--- config.mk ---
export PLATFORM = sky130hd
export DESIGN_NAME = booth_multiplier_seq
export DESIGN_NICKNAME = d
export VERILOG_FILES = /design/src/rtl/booth_pkg.sv /design/src/rtl/booth_step.sv /design/src/rtl/booth_multiplier_seq.sv
export SDC_FILE = /design/constraint.sdc
export NUM_CORES = 1
export LEC_CHECK = 0
export ABC_AREA = 1
export CORE_MARGIN = 3
export CORE_UTILIZATION = 55
export DETAILED_ROUTE_END_ITERATION = 10
export PLACE_DENSITY_LB_ADDON = 0.3
export SYNTH_ARGS = -nofsm -noshare
export SYNTH_HDL_FRONTEND = slang
export SYNTH_SLANG_ARGS = --single-unit
--- constraint.sdc ---
create_clock -name clk -period 3.6 [get_ports clk]
set_clock_uncertainty 0.05 [all_clocks]
set_input_delay 0.36 -clock clk [delete_from_list [all_inputs] [get_ports clk]]
set_output_delay 0.36 -clock clk [all_outputs]
set_load 0.02 [all_outputs]
--- src/rtl/booth_pkg.sv ---
// Shared types and helpers for the sequential radix-2 Booth multiplier.
// Optional build macro used by the top: BOOTH_EARLY_TERM_EN.
package booth_pkg;

    typedef enum logic [1:0] {
        IDLE = 2'd0,
        RUN  = 2'd1,
        DONE = 2'd2
    } state_t;

    typedef enum logic [1:0] {
        OP_NOP = 2'd0,
        OP_ADD = 2'd1,
        OP_SUB = 2'd2
    } booth_op_t;

    // Booth recoding of the current multiplier bit pair {Q[0], q_1}.
    function automatic booth_op_t booth_decode(input logic q0, input logic q_1);
        case ({q0, q_1})
            2'b10:   return OP_SUB;
            2'b01:   return OP_ADD;
            default: return OP_NOP;
        endcase
    endfunction

    // Extra top bit when widening an operand to WIDTH+1: sign bit or zero.
    function automatic logic ext_msb(input logic msb, input logic signed_mode);
        return msb & signed_mode;
    endfunction

endpackage

--- src/rtl/booth_step.sv ---
// One radix-2 Booth iteration: conditional add/sub of M into A, then an
// arithmetic right shift of {A, Q, q_1}.
module booth_step
    import booth_pkg::*;
#(
    parameter int W1 = 9
) (
    input  logic [W1-1:0] a,
    input  logic [W1-1:0] q,
    input  logic          q_1,
    input  logic [W1-1:0] m,
    output logic [W1-1:0] a_next,
    output logic [W1-1:0] q_next,
    output logic          q_1_next
);

    logic [W1-1:0] sum;

    always_comb begin
        sum = a;
        case (booth_decode(q[0], q_1))
            OP_ADD:  sum = a + m;
            OP_SUB:  sum = a - m;
            default: sum = a;
        endcase
    end

    genvar gi;
    generate
        for (gi = 0; gi < W1 - 1; gi++) begin : g_shift
            assign a_next[gi] = sum[gi + 1];
            assign q_next[gi] = q[gi + 1];
        end
    endgenerate

    // A keeps its sign bit; A's LSB falls into the top of Q.
    assign a_next[W1-1] = sum[W1-1];
    assign q_next[W1-1] = sum[0];
    assign q_1_next     = q[0];

endmodule

--- src/rtl/booth_multiplier_seq.sv ---
// Iterative radix-2 Booth multiplier, one step per clock, valid/ready on both sides.
// Define BOOTH_EARLY_TERM_EN to finish in one cycle once the remaining multiplier bits are uniform.
module booth_multiplier_seq
    import booth_pkg::*;
#(
    parameter int WIDTH = 8
) (
    input  logic               clk,
    input  logic               rst,
    input  logic               in_valid,
    output logic               in_ready,
    input  logic [WIDTH-1:0]   md,
    input  logic [WIDTH-1:0]   mr,
    input  logic               signed_mode,
    output logic               out_valid,
    input  logic               out_ready,
    output logic [2*WIDTH-1:0] product,
    output logic               busy
);

    localparam int W1    = WIDTH + 1;
    localparam int CNT_W = $clog2(WIDTH + 2);

    state_t               state_reg;
    logic [W1-1:0]        a_reg;
    logic [W1-1:0]        q_reg;
    logic                 q_1_reg;
    logic [W1-1:0]        m_reg;
    logic [CNT_W-1:0]     count_reg;
    logic [2*WIDTH-1:0]   product_reg;
    logic                 out_valid_reg;

    logic [W1-1:0]        a_next;
    logic [W1-1:0]        q_next;
    logic                 q_1_next;
    logic [2*WIDTH-1:0]   product_next;

    booth_step #(.W1(W1)) u_step (
        .a        (a_reg),
        .q        (q_reg),
        .q_1      (q_1_reg),
        .m        (m_reg),
        .a_next   (a_next),
        .q_next   (q_next),
        .q_1_next (q_1_next)
    );

    // Low 2*WIDTH bits of {A, Q} after the final step.
    assign product_next = {a_next[WIDTH-2:0], q_next};

`ifdef BOOTH_EARLY_TERM_EN
    logic [W1-1:0]          rem_mask;
    logic                   early_term;
    logic [CNT_W-1:0]       shift_amt;
    logic signed [2*W1:0]   work_shifted;

    // After count_reg steps the unprocessed multiplier bits sit in Q[W1-1-count:0].
    assign rem_mask     = {W1{1'b1}} >> count_reg;
    assign early_term   = q_1_reg ? ((q_reg | ~rem_mask) == {W1{1'b1}})
                                  : ((q_reg & rem_mask) == '0);
    assign shift_amt    = CNT_W'(W1) - count_reg;
    assign work_shifted = $signed({a_reg, q_reg, q_1_reg}) >>> shift_amt;
`endif

    always_ff @(posedge clk) begin
        if (rst) begin
            state_reg     <= IDLE;
            a_reg         <= '0;
            q_reg         <= '0;
            q_1_reg       <= 1'b0;
            m_reg         <= '0;
            count_reg     <= '0;
            product_reg   <= '0;
            out_valid_reg <= 1'b0;
        end else begin
            case (state_reg)
                IDLE: begin
                    if (in_valid) begin
                        a_reg     <= '0;
                        q_reg     <= {ext_msb(mr[WIDTH-1], signed_mode), mr};
                        q_1_reg   <= 1'b0;
                        m_reg     <= {ext_msb(md[WIDTH-1], signed_mode), md};
                        count_reg <= '0;
                        state_reg <= RUN;
                    end
                end
                RUN: begin
`ifdef BOOTH_EARLY_TERM_EN
                    if (early_term) begin
                        {a_reg, q_reg, q_1_reg} <= work_shifted;
                        product_reg             <= work_shifted[2*WIDTH:1];
                        out_valid_reg           <= 1'b1;
                        state_reg               <= DONE;
                    end else
`endif
                    begin
                        a_reg     <= a_next;
                        q_reg     <= q_next;
                        q_1_reg   <= q_1_next;
                        count_reg <= count_reg + CNT_W'(1);
                        if (count_reg == CNT_W'(WIDTH)) begin
                            product_reg   <= product_next;
                            out_valid_reg <= 1'b1;
                            state_reg     <= DONE;
                        end
                    end
                end
                DONE: begin
                    if (out_ready) begin
                        out_valid_reg <= 1'b0;
                        state_reg     <= IDLE;
                    end
                end
                default: begin
                    out_valid_reg <= 1'b0;
                    state_reg     <= IDLE;
                end
            endcase
        end
    end

    assign in_ready  = (state_reg == IDLE);
    assign busy      = (state_reg != IDLE);
    assign out_valid = out_valid_reg;
    assign product   = product_reg;

endmodule

* Word-level counts from Yosys, hierarchy flattened *
Index checks and enable logic that the tools add are counted.

storage, ports and cells
  register bits after elaboration = 51
  input bits = 21
  output and inout bits = 19
  word-level logic and storage cells = 49

cells by class
  reduce and logical (&&, ||, !) cells = 8
  bitwise operators = 3
  $add $sub $neg = 3
  equality and inequality tests = 10
  multiplexer cells = 17

operators with widths
  cell                                                  count
  case mux 9 bit (2 select lines)                       3
  two-way mux 9 bit                                     2
  adder 9 bit                                           1
  subtractor 9 bit                                      1
  case mux 4 bit (2 select lines)                       1
  equality test 2 x 1 -> 1 bit (second input constant)  3
  equality test 2 bit (second input constant)           3
  two-way mux 2 bit                                     3
  inequality test 2 bit (second input constant)         3
  case mux 2 bit (3 select lines)                       1
  AND reduction 2 bit                                   3
  AND reduction 3 bit                                   2
  adder 4 x 1 -> 4 bit (second input constant)          1
  equality test 4 bit (second input constant)           1
  two-way mux 4 bit                                     1
  case mux 2 bit (2 select lines)                       1
  nonzero test 2 bit                                    2
  two-way mux 1 bit                                     3
  case mux 1 bit (3 select lines)                       1
  bitwise AND 1 bit                                     2
  logical NOT 2 bit                                     1
  case mux 1 bit (2 select lines)                       1
  NOT 1 bit                                             1

* Longest topological paths before layout *
Gate-level depths: netlist of the first run.

  depth in word-level cells = 5
  depth in mapped cells = 18
  depth with buffers taken out = 18

* Hierarchy *
Synthesis of the first run repeated with hierarchy kept, for this count alone.

unflattened totals
  cell total of the unflattened synthesis = 403
  area total of the unflattened synthesis = 2718.9 µm²

modules (own cells, without submodules)
  module                sequential area each (µm²)  area each (µm²)  times used  cells an instance
  booth_multiplier_seq  1021.0                      1953.1           1           265
  booth_step            0.0                         765.7            1           138

* Worst setup path before layout of the first run *
OpenSTA, ideal clock, no wires.

  path type = register to register
  start = reg m_reg[0]
  end = reg product_reg[15] (netlist: product[15])
  setup slack = 1398 ps
  clock period less this slack = 2202 ps
  setup time = 109 ps
  cell stages (with the launch flop) = 19
  arrival time = 2043 ps
  data required time = 3441 ps
  cells stage by stage = dfxtp_1 inv_1 ha_1 nand2_1 o21ai_1 nand2_1 xor2_1 inv_1 ha_1 nand2_1 inv_1 a21oi_1 nand2_1 nand2_1 nand3_1 nand2_1 nand2_1 nand2_1 inv_1

between the ends
  longest elaborated chain between the ends = 2
  elaborated cells between the ends (all ways) = 3
  those cells by class = add/sub (2); mux (1)

RTL lines
  item                                             line                                RTL
  start: declaration                               booth_multiplier_seq.sv:28          logic [W1-1:0] m_reg;
  start signal: assignment                         booth_multiplier_seq.sv:82          m_reg <= {ext_msb(md[WIDTH-1], signed_mode), md};
  subtractor 9 bit or adder 9 bit (tied branches)  booth_step.sv:23, booth_step.sv:22
  case mux 9 bit (2 select lines) *                booth_step.sv:21                    case (booth_decode(q[0], q_1))
  end signal: assignment                           booth_multiplier_seq.sv:102         product_reg <= product_next;
  end: declaration                                 booth_multiplier_seq.sv:30          logic [2*WIDTH-1:0] product_reg;

Mark *: on every way between the ends. The rest lies on a longest branch, timed or not.
A chain may end at the register's enable or synchronous reset.

* Worst setup path after layout of the first run *
  start = reg q_reg[0]
  end = reg product_reg[15] (netlist: product[15])

between the ends
  longest elaborated chain between the ends = 4
  elaborated cells between the ends (all ways) = 6
  those cells by class = eq/ne (4); mux (2)

RTL lines
  item                                                                 line                        RTL
  start: declaration                                                   booth_multiplier_seq.sv:26  logic [W1-1:0] q_reg;
  start signal: assignment                                             booth_multiplier_seq.sv:80  q_reg <= {ext_msb(mr[WIDTH-1], signed_mode), mr};
  start signal: assignment                                             booth_multiplier_seq.sv:98  q_reg <= q_next;
  equality test 2 x 1 -> 1 bit or equality test 2 bit (tied branches)  booth_pkg.sv:19             case ({q0, q_1})
  case mux 2 bit (2 select lines) *                                    booth_pkg.sv:19
  equality test 2 bit or equality test 2 x 1 -> 1 bit (tied branches)  booth_step.sv:21
  case mux 9 bit (2 select lines) *                                    booth_step.sv:21

Marked as above.

==> run metrics, run 1 <==
PwrDens=414 nW/µm²; headroom to the max-slew limit=66.8%; status=complete, no violations; remaining global-route overflow=0; most frequent cells in the layout=nand2_1, dfxtp_1, inv_1; mean area per synthesized cell=7.11 µm²; WP data arrival=2690 ps; setup TNS=0 ps; Crit Path Max Fanout=7; cell mode on critical path=nand2_1; chip height=75.8 µm; sequential area share after synthesis=37.3%; Sequential Area=1000 µm²; max_cap viols=0; total power=1.32 mW; post-synth cell types=31; CP delay by family, top=simple AND/OR/NAND/NOR gates; post-CTS sizing=0; max reg flops=16; Fmax=397 MHz; syn_nets=411; crit path capture type=flip-flop; row cnt=24; WHS=414 ps; commonest non-fill, non-tap cell in the layout=nand2_1; Longest Clk Path Bufs=2; Area after DPL=3090 µm²; largest net degree at the start of global routing=34; Initial Util=59.1%; Hold Startpoint=product[1]$_SDFFE_PP0P_; Final Instance Area=3190 µm²; hold bufs inserted after CTS=0; DIE WIDTH=75.8 µm; core area=4530 µm²; DR iter-0 viols=163; post-DP HPWL=4180 µm; drt pass-1 iters=4; CP Cell Sequence=ha_1 -> inv_1 -> o21ai_1 -> nand2_1 -> xor2_1 -> inv_1 -> ha_1 -> nand2_1 -> inv_1 -> a21oi_1 -> nand2_1 -> nand2_1 -> nand3_1 -> nand2_1 -> nand2_1 -> nand2_1 -> inv_1; r2r worst-path depth=17; Clock Latency Late Sink=300 ps; fillers=373; routability cong.=0.903; Global Route Usage Sum=22.8%; worst min-delay path class=flip-flop to flip-flop; Largest stage delay, worst path=370 ps; WL/cell=12.4 µm; WHS Endpoint=product[1]$_SDFFE_PP0P_; terminus of the critical flop-to-flop path=product[15]$_SDFFE_PP0P_; VDD IR-drop max=0.282 mV; total number of vias=2474; P_leak=1.40 nW; CP bufs+invs=4; CTS buffer count=5; critical path class=flip-flop to flip-flop; R2R Setup Slk=1080 ps; DRT antenna net count=0; initial antenna violation count=0; Ys Warns=0; # DRC=0; Antenna Cells=0; I/O pins=40; layout cells sized above 1=7.52%; CTS tree=yes; #FFs+latches synth=50; fin crit share=70.0%; final hold viol count=0; hold path cells=2; CP Launch Type=flip-flop; CTS sink cnt=50; root buffer cell=clkbuf_8; total die area=5750 µm²; Routed WL=5920 µm; vias in the first global route=2245; Layout Cells excl Fill=477; Final nets=445; min cycle time layout=2520 ps; mapped cell area=2680 µm²; area of the multi-input gates=1400 µm²; Layout area overhead=19.1%; WP data required=3760 ps; Tightest Pin Transition=497 ps; RSZ-0062 raised after global routing=false; Syn Inst Count=377; vias per cell=5.19; final setup vio count=0; port bufs=39; # H-tree levels=2; final-report max-slew violation count=0; # placed instances=469; post-CTS setup buffers=0; global-route wire length before repair=10100 µm; Clock transition at path regs=90 ps; RR Startpoint=q_reg[0]$_SDFFE_PP0P_; CP max stage cell=dfxtp_1
-- logic make-up (layout without fill, tap and decap cells) --
family | after synthesis | in the layout | synth area share [%]
buffers and inverters | 64 | 99 | 10.3
AND/OR/NAND/NOR | 164 | 164 | 26.7
adder cells (fa/ha/maj) | 13 | 13 | 6.35
AO/OA/AOI/OAI | 79 | 79 | 17.0
flip-flops | 50 | 50 | 37.3
XOR/XNOR | 7 | 7 | 2.29
-- layout make-up --
| type | instances | share of cell area, % |
|---|---|---|
| Clock buffer | 7 | 3.02 |
| Timing Repair Buffer | 41 | 12.7 |
| Sequential cell | 50 | 31.3 |
| Clock inverter | 1 | 0.274 |
| Multi-Input combinational cell | 263 | 43.9 |
| Inverter | 50 | 6.19 |
| Tap cell | 65 | 2.55 |
-- cells in the mapped netlist --
master	n	area share [%]
nand2_1	98	14
dfxtp_1	50	37
inv_1	45	6.3
a21oi_1	34	6.3
nor2_1	30	4.2
o21ai_0	25	4.7
nand3_1	21	3.9
ha_1	12	5.6
a31oi_1	8	1.9
a211oi_2	6	2.8
clkbuf_1	6	0.84
or2_2	5	1.2
xor2_1	5	1.6
o21ai_1	4	0.75
buf_2	3	0.56
inv_2	3	0.42
nor3_1	3	0.56
buf_4	2	0.56
buf_6	2	0.84
inv_6	2	0.65
nor2_8	2	1.5
xnor2_1	2	0.65
a2bb2oi_1	1	0.33
buf_1	1	0.14
fa_1	1	0.75
nand2_4	1	0.42
nand3b_1	1	0.28
nand4_1	1	0.23
nor2_2	1	0.23
nor2_4	1	0.42
o21a_1	1	0.28
-- power by group --
part / leakage, nW / switching [mW] / total, mW / internal [mW]
clock: 0.0544 / 0.190 / 0.366 / 0.176
sequential: 0.408 / 0.0233 / 0.603 / 0.580
combinational: 0.935 / 0.214 / 0.353 / 0.138
total: 1.40 / 0.428 / 1.32 / 0.894
-- worst min-delay path, cell delays in order, from the launching register on --
cell and delay, ps:
dfxtp_1 320, nand2_1 60, a21oi_1 50
-- worst max path at each step --
| stage | from | end | slack, ps | cells after the start |
|---|---|---|---|---|
| after floorplan | m_reg[0]$_SDFFE_PP0P_ | product[15]$_SDFFE_PP0P_ | 1400 | 18 |
| after global placement | m_reg[0]$_SDFFE_PP0P_ | product[15]$_SDFFE_PP0P_ | 1270 | 18 |
| after detailed placement | q_reg[0]$_SDFFE_PP0P_ | product[15]$_SDFFE_PP0P_ | 1150 | 17 |
| after CTS | q_reg[0]$_SDFFE_PP0P_ | product[15]$_SDFFE_PP0P_ | 1100 | 17 |
| after global routing | q_1_reg$_SDFFE_PP0P_ | product[15]$_SDFFE_PP0P_ | 760 | 18 |
| final | q_reg[0]$_SDFFE_PP0P_ | product[15]$_SDFFE_PP0P_ | 1080 | 17 |
-- metal layers --
| layer | wire, µm | track usage [%] | vias up |
|---|---|---|---|
| met3 | 312 | 3.83 | 11 |
| li1 | - | - | 1280 |
| met5 | 0 | 0 | - |
| met1 | 2650 | 31.1 | 1111 |
| met2 | 2870 | 36.8 | 72 |
| met4 | 79 | 6.99 | 0 |
-- through the flow --
step                      setup WS (ps)  util [%]
after floorplan                    1400         -
after global placement             1270      68.1
after detailed placement           1150      68.1
after CTS                          1100      70.4
after global routing                757      70.4
final                              1080      70.4
Note: power is estimated with default switching activity, not from simulation.
==> run 2: changes to the inputs <==
--- a/config.mk
+++ b/config.mk
@@ -7,7 +7,7 @@
 export LEC_CHECK = 0
 export ABC_AREA = 1
 export CORE_MARGIN = 3
-export CORE_UTILIZATION = 55
+export CORE_UTILIZATION = 54
 export DETAILED_ROUTE_END_ITERATION = 10
 export PLACE_DENSITY_LB_ADDON = 0.3
 export SYNTH_ARGS = -nofsm -noshare
==> constraint.sdc (replaced) <==
create_clock -name clk -period 2.32 [get_ports clk]
set_clock_uncertainty 0.05 [all_clocks]
set_input_delay 0.232 -clock clk [delete_from_list [all_inputs] [get_ports clk]]
set_output_delay 0.232 -clock clk [all_outputs]
set_load 0.02 [all_outputs]
==> run metrics, run 2 (synthesis results as in run 1) <==
busiest grt layer=met2 (unchanged); Routed WL=6550 µm (was 5920 µm); crit path capture type=flip-flop (unchanged); worst setup margin=84.5 ps (was 1080 ps); port bufs=39 (unchanged); worst min-delay path class=flip-flop to flip-flop (unchanged); Clock Latency Late Sink=310 ps (was 300 ps); Clock transition at path regs=90 ps (about the same); vias per cell=5.29 (was 5.19); Gate power share=31.2% (was 26.7%); largest net degree at the start of global routing=24 (was 34); max reg flops=16 (unchanged); Tightest Pin Transition=480 ps (was 497 ps); CP delay by family, top=adder cells (was simple AND/OR/NAND/NOR gates); chip height=76.5 µm (was 75.8 µm); WL/cell=13.4 µm (was 12.4 µm); DIE WIDTH=76.5 µm (was 75.8 µm); Layout area overhead=28.8% (was 19.1%); Global Route Usage Sum=21.1% (was 22.8%); most frequent cells in the layout=nand2_1, dfxtp_1, inv_1, clkdlybuf4s50_1 (was nand2_1, dfxtp_1, inv_1); drt pass-1 iters=4 (unchanged); PwrDens=657 nW/µm² (was 414 nW/µm²); Fmax=447 MHz (was 397 MHz); switching part of the total=32.4% (about the same); WP data arrival=2400 ps (was 2690 ps); VDD IR-drop max=0.481 mV (was 0.282 mV); Longest Clk Path Bufs=2 (unchanged); CP Cell Sequence=inv_2 -> ha_4 -> buf_4 -> nand2_1 -> o21ai_1 -> buf_4 -> fa_1 -> inv_1 -> nand3_2 -> nand3_1 -> nand2_1 -> nand3_1 -> nand2_1 -> o21ai_1 -> inv_1 (was ha_1 -> inv_1 -> o21ai_1 -> nand2_1 -> xor2_1 -> inv_1 -> ha_1 -> nand2_1 -> inv_1 -> a21oi_1 -> nand2_1 -> nand2_1 -> nand3_1 -> nand2_1 -> nand2_1 -> nand2_1 -> inv_1); critical path class=flip-flop to flip-flop (unchanged); final hold viol count=0 (unchanged); remaining global-route overflow=0 (unchanged); CP bufs+invs=5 (was 4); DRT antenna net count=0 (unchanged); grt met3 use=4.96% (was 3.83%); cell mode on critical path=nand2_1 (unchanged); fin crit share=96.4% (was 70.0%); Antenna Cells=0 (unchanged); Crit Path Max Fanout=5 (was 7); commonest non-fill, non-tap cell in the layout=nand2_1 (unchanged); GRT met1 Usage=25.5% (was 31.1%); total number of vias=2591 (was 2474); pre-CTS setup slack=-26.4 ps (was 1150 ps); Initial Util=56.4% (was 59.1%); NetSw=0.735 mW (was 0.428 mW); Largest stage delay, worst path=420 ps (was 370 ps); headroom to the max-slew limit=68.0% (was 66.8%); root buffer cell=clkbuf_8 (unchanged); final-report max-slew violation count=0 (unchanged); # H-tree levels=2 (unchanged); setup TNS=0 ps (unchanged); final setup vio count=0 (unchanged); CTS tree=yes (unchanged); row cnt=25 (was 24); hold bufs inserted after CTS=0 (unchanged); min cycle time layout=2240 ps (was 2520 ps); CTS buffer count=5 (unchanged); DR iter-0 viols=188 (was 163); I/O pins=40 (unchanged); Sequential Power Share=41.7% (was 45.6%); max_cap viols=0 (unchanged); clock share of power=27.0% (was 27.7%); Area after DPL=3140 µm² (was 3090 µm²); WHS=412 ps (was 414 ps); layout cells sized above 1=17.5% (was 7.52%); total die area=5840 µm² (was 5750 µm²); core area=4750 µm² (was 4530 µm²); status=complete, no violations (unchanged); CP Launch Type=flip-flop (unchanged); Pint=1.53 mW (was 0.894 mW); CTS sink cnt=50 (unchanged); initial antenna violation count=0 (unchanged); Final Instance Area=3450 µm² (was 3190 µm²); routability cong.=0.855 (was 0.903); Final nets=456 (was 445); # DRC=0 (unchanged); WP data required=2490 ps (was 3760 ps); post-DP HPWL=4390 µm (was 4180 µm); vias in the first global route=2331 (was 2245); P_leak=1.47 nW (was 1.40 nW); global-route wire length before repair=10100 µm (about the same); GR met2 Demand/Resource=36.8% (about the same); CP max stage cell=fa_1 (was dfxtp_1)
==> run 2: repair_timing <==
item | CTS | global route
pin swaps | 1 | 20
endpoints found under the setup margin | 4 | 10
setup buffers | 1 | 4
gates resized for setup | 5 | 41
gates cloned | 0 | 0
==> run 2: layout make-up <==
cell class                 instances  area [µm²]
inverter                          50         205
tap                               67        83.8
clock inverter                     1        30.0
sequential                        50        1010
multi-input combinational        263        1560
timing repair buffer              52         488
fill                             379        1300
clock buffer                       7        76.3
==> run 2: worst min-delay path, cell delays in order (launching register included) <==
cell and delay (ps):
dfxtp_1 310, nand2_1 60, a21oi_1 50
==> run 2: worst paths after layout <==
path | startpoint | to | slack (ps) | cells past startpoint
max | q_1_reg$_SDFFE_PP0P_ | product[14]$_SDFFE_PP0P_ | 80 | 15
min | product[6]$_SDFFE_PP0P_ | product[6]$_SDFFE_PP0P_ | 410 | 2
max reg2reg | q_1_reg$_SDFFE_PP0P_ | product[14]$_SDFFE_PP0P_ | 80 | 15
min reg2reg | product[6]$_SDFFE_PP0P_ | product[6]$_SDFFE_PP0P_ | 410 | 2
==> run 2: stage by stage <==
stage / utilization [%] / instances / total power, mW
after floorplan: - / 377 / 1.37
after global placement: 66.1 / 478 / 1.51
after detailed placement: 66.1 / 478 / 1.52
after CTS: 69.0 / 487 / 2.15
after global routing: 72.6 / 490 / 2.39
final: 72.6 / 490 / 2.27
==> run 2: routing by layer <==
metal | wire, µm | share of wire (%)
met5 | 0 | 0
met4 | 138 | 2.1
met3 | 312 | 4.8
met2 | 3320 | 51
met1 | 2780 | 42
==> run 2: power groups by stage <==
stage	Clock [mW]	Sequential [mW]	Combinational, mW
finish	0.612	0.946	0.708
global route	0.657	0.952	0.782
CTS	0.619	0.937	0.590
detailed placement	0	0.955	0.567
global placement	0	0.955	0.551
floorplan	0	0.944	0.423
==> run 3: changes to the inputs <==
--- a/config.mk
+++ b/config.mk
@@ -8,6 +8,7 @@
 export ABC_AREA = 1
 export CORE_MARGIN = 3
 export CORE_UTILIZATION = 54
+export CTS_CLUSTER_SIZE = 24
 export DETAILED_ROUTE_END_ITERATION = 10
 export PLACE_DENSITY_LB_ADDON = 0.3
 export SYNTH_ARGS = -nofsm -noshare
==> results of run 3 <==
No change in the layout: final DEF, timing and power equal those of run 2.
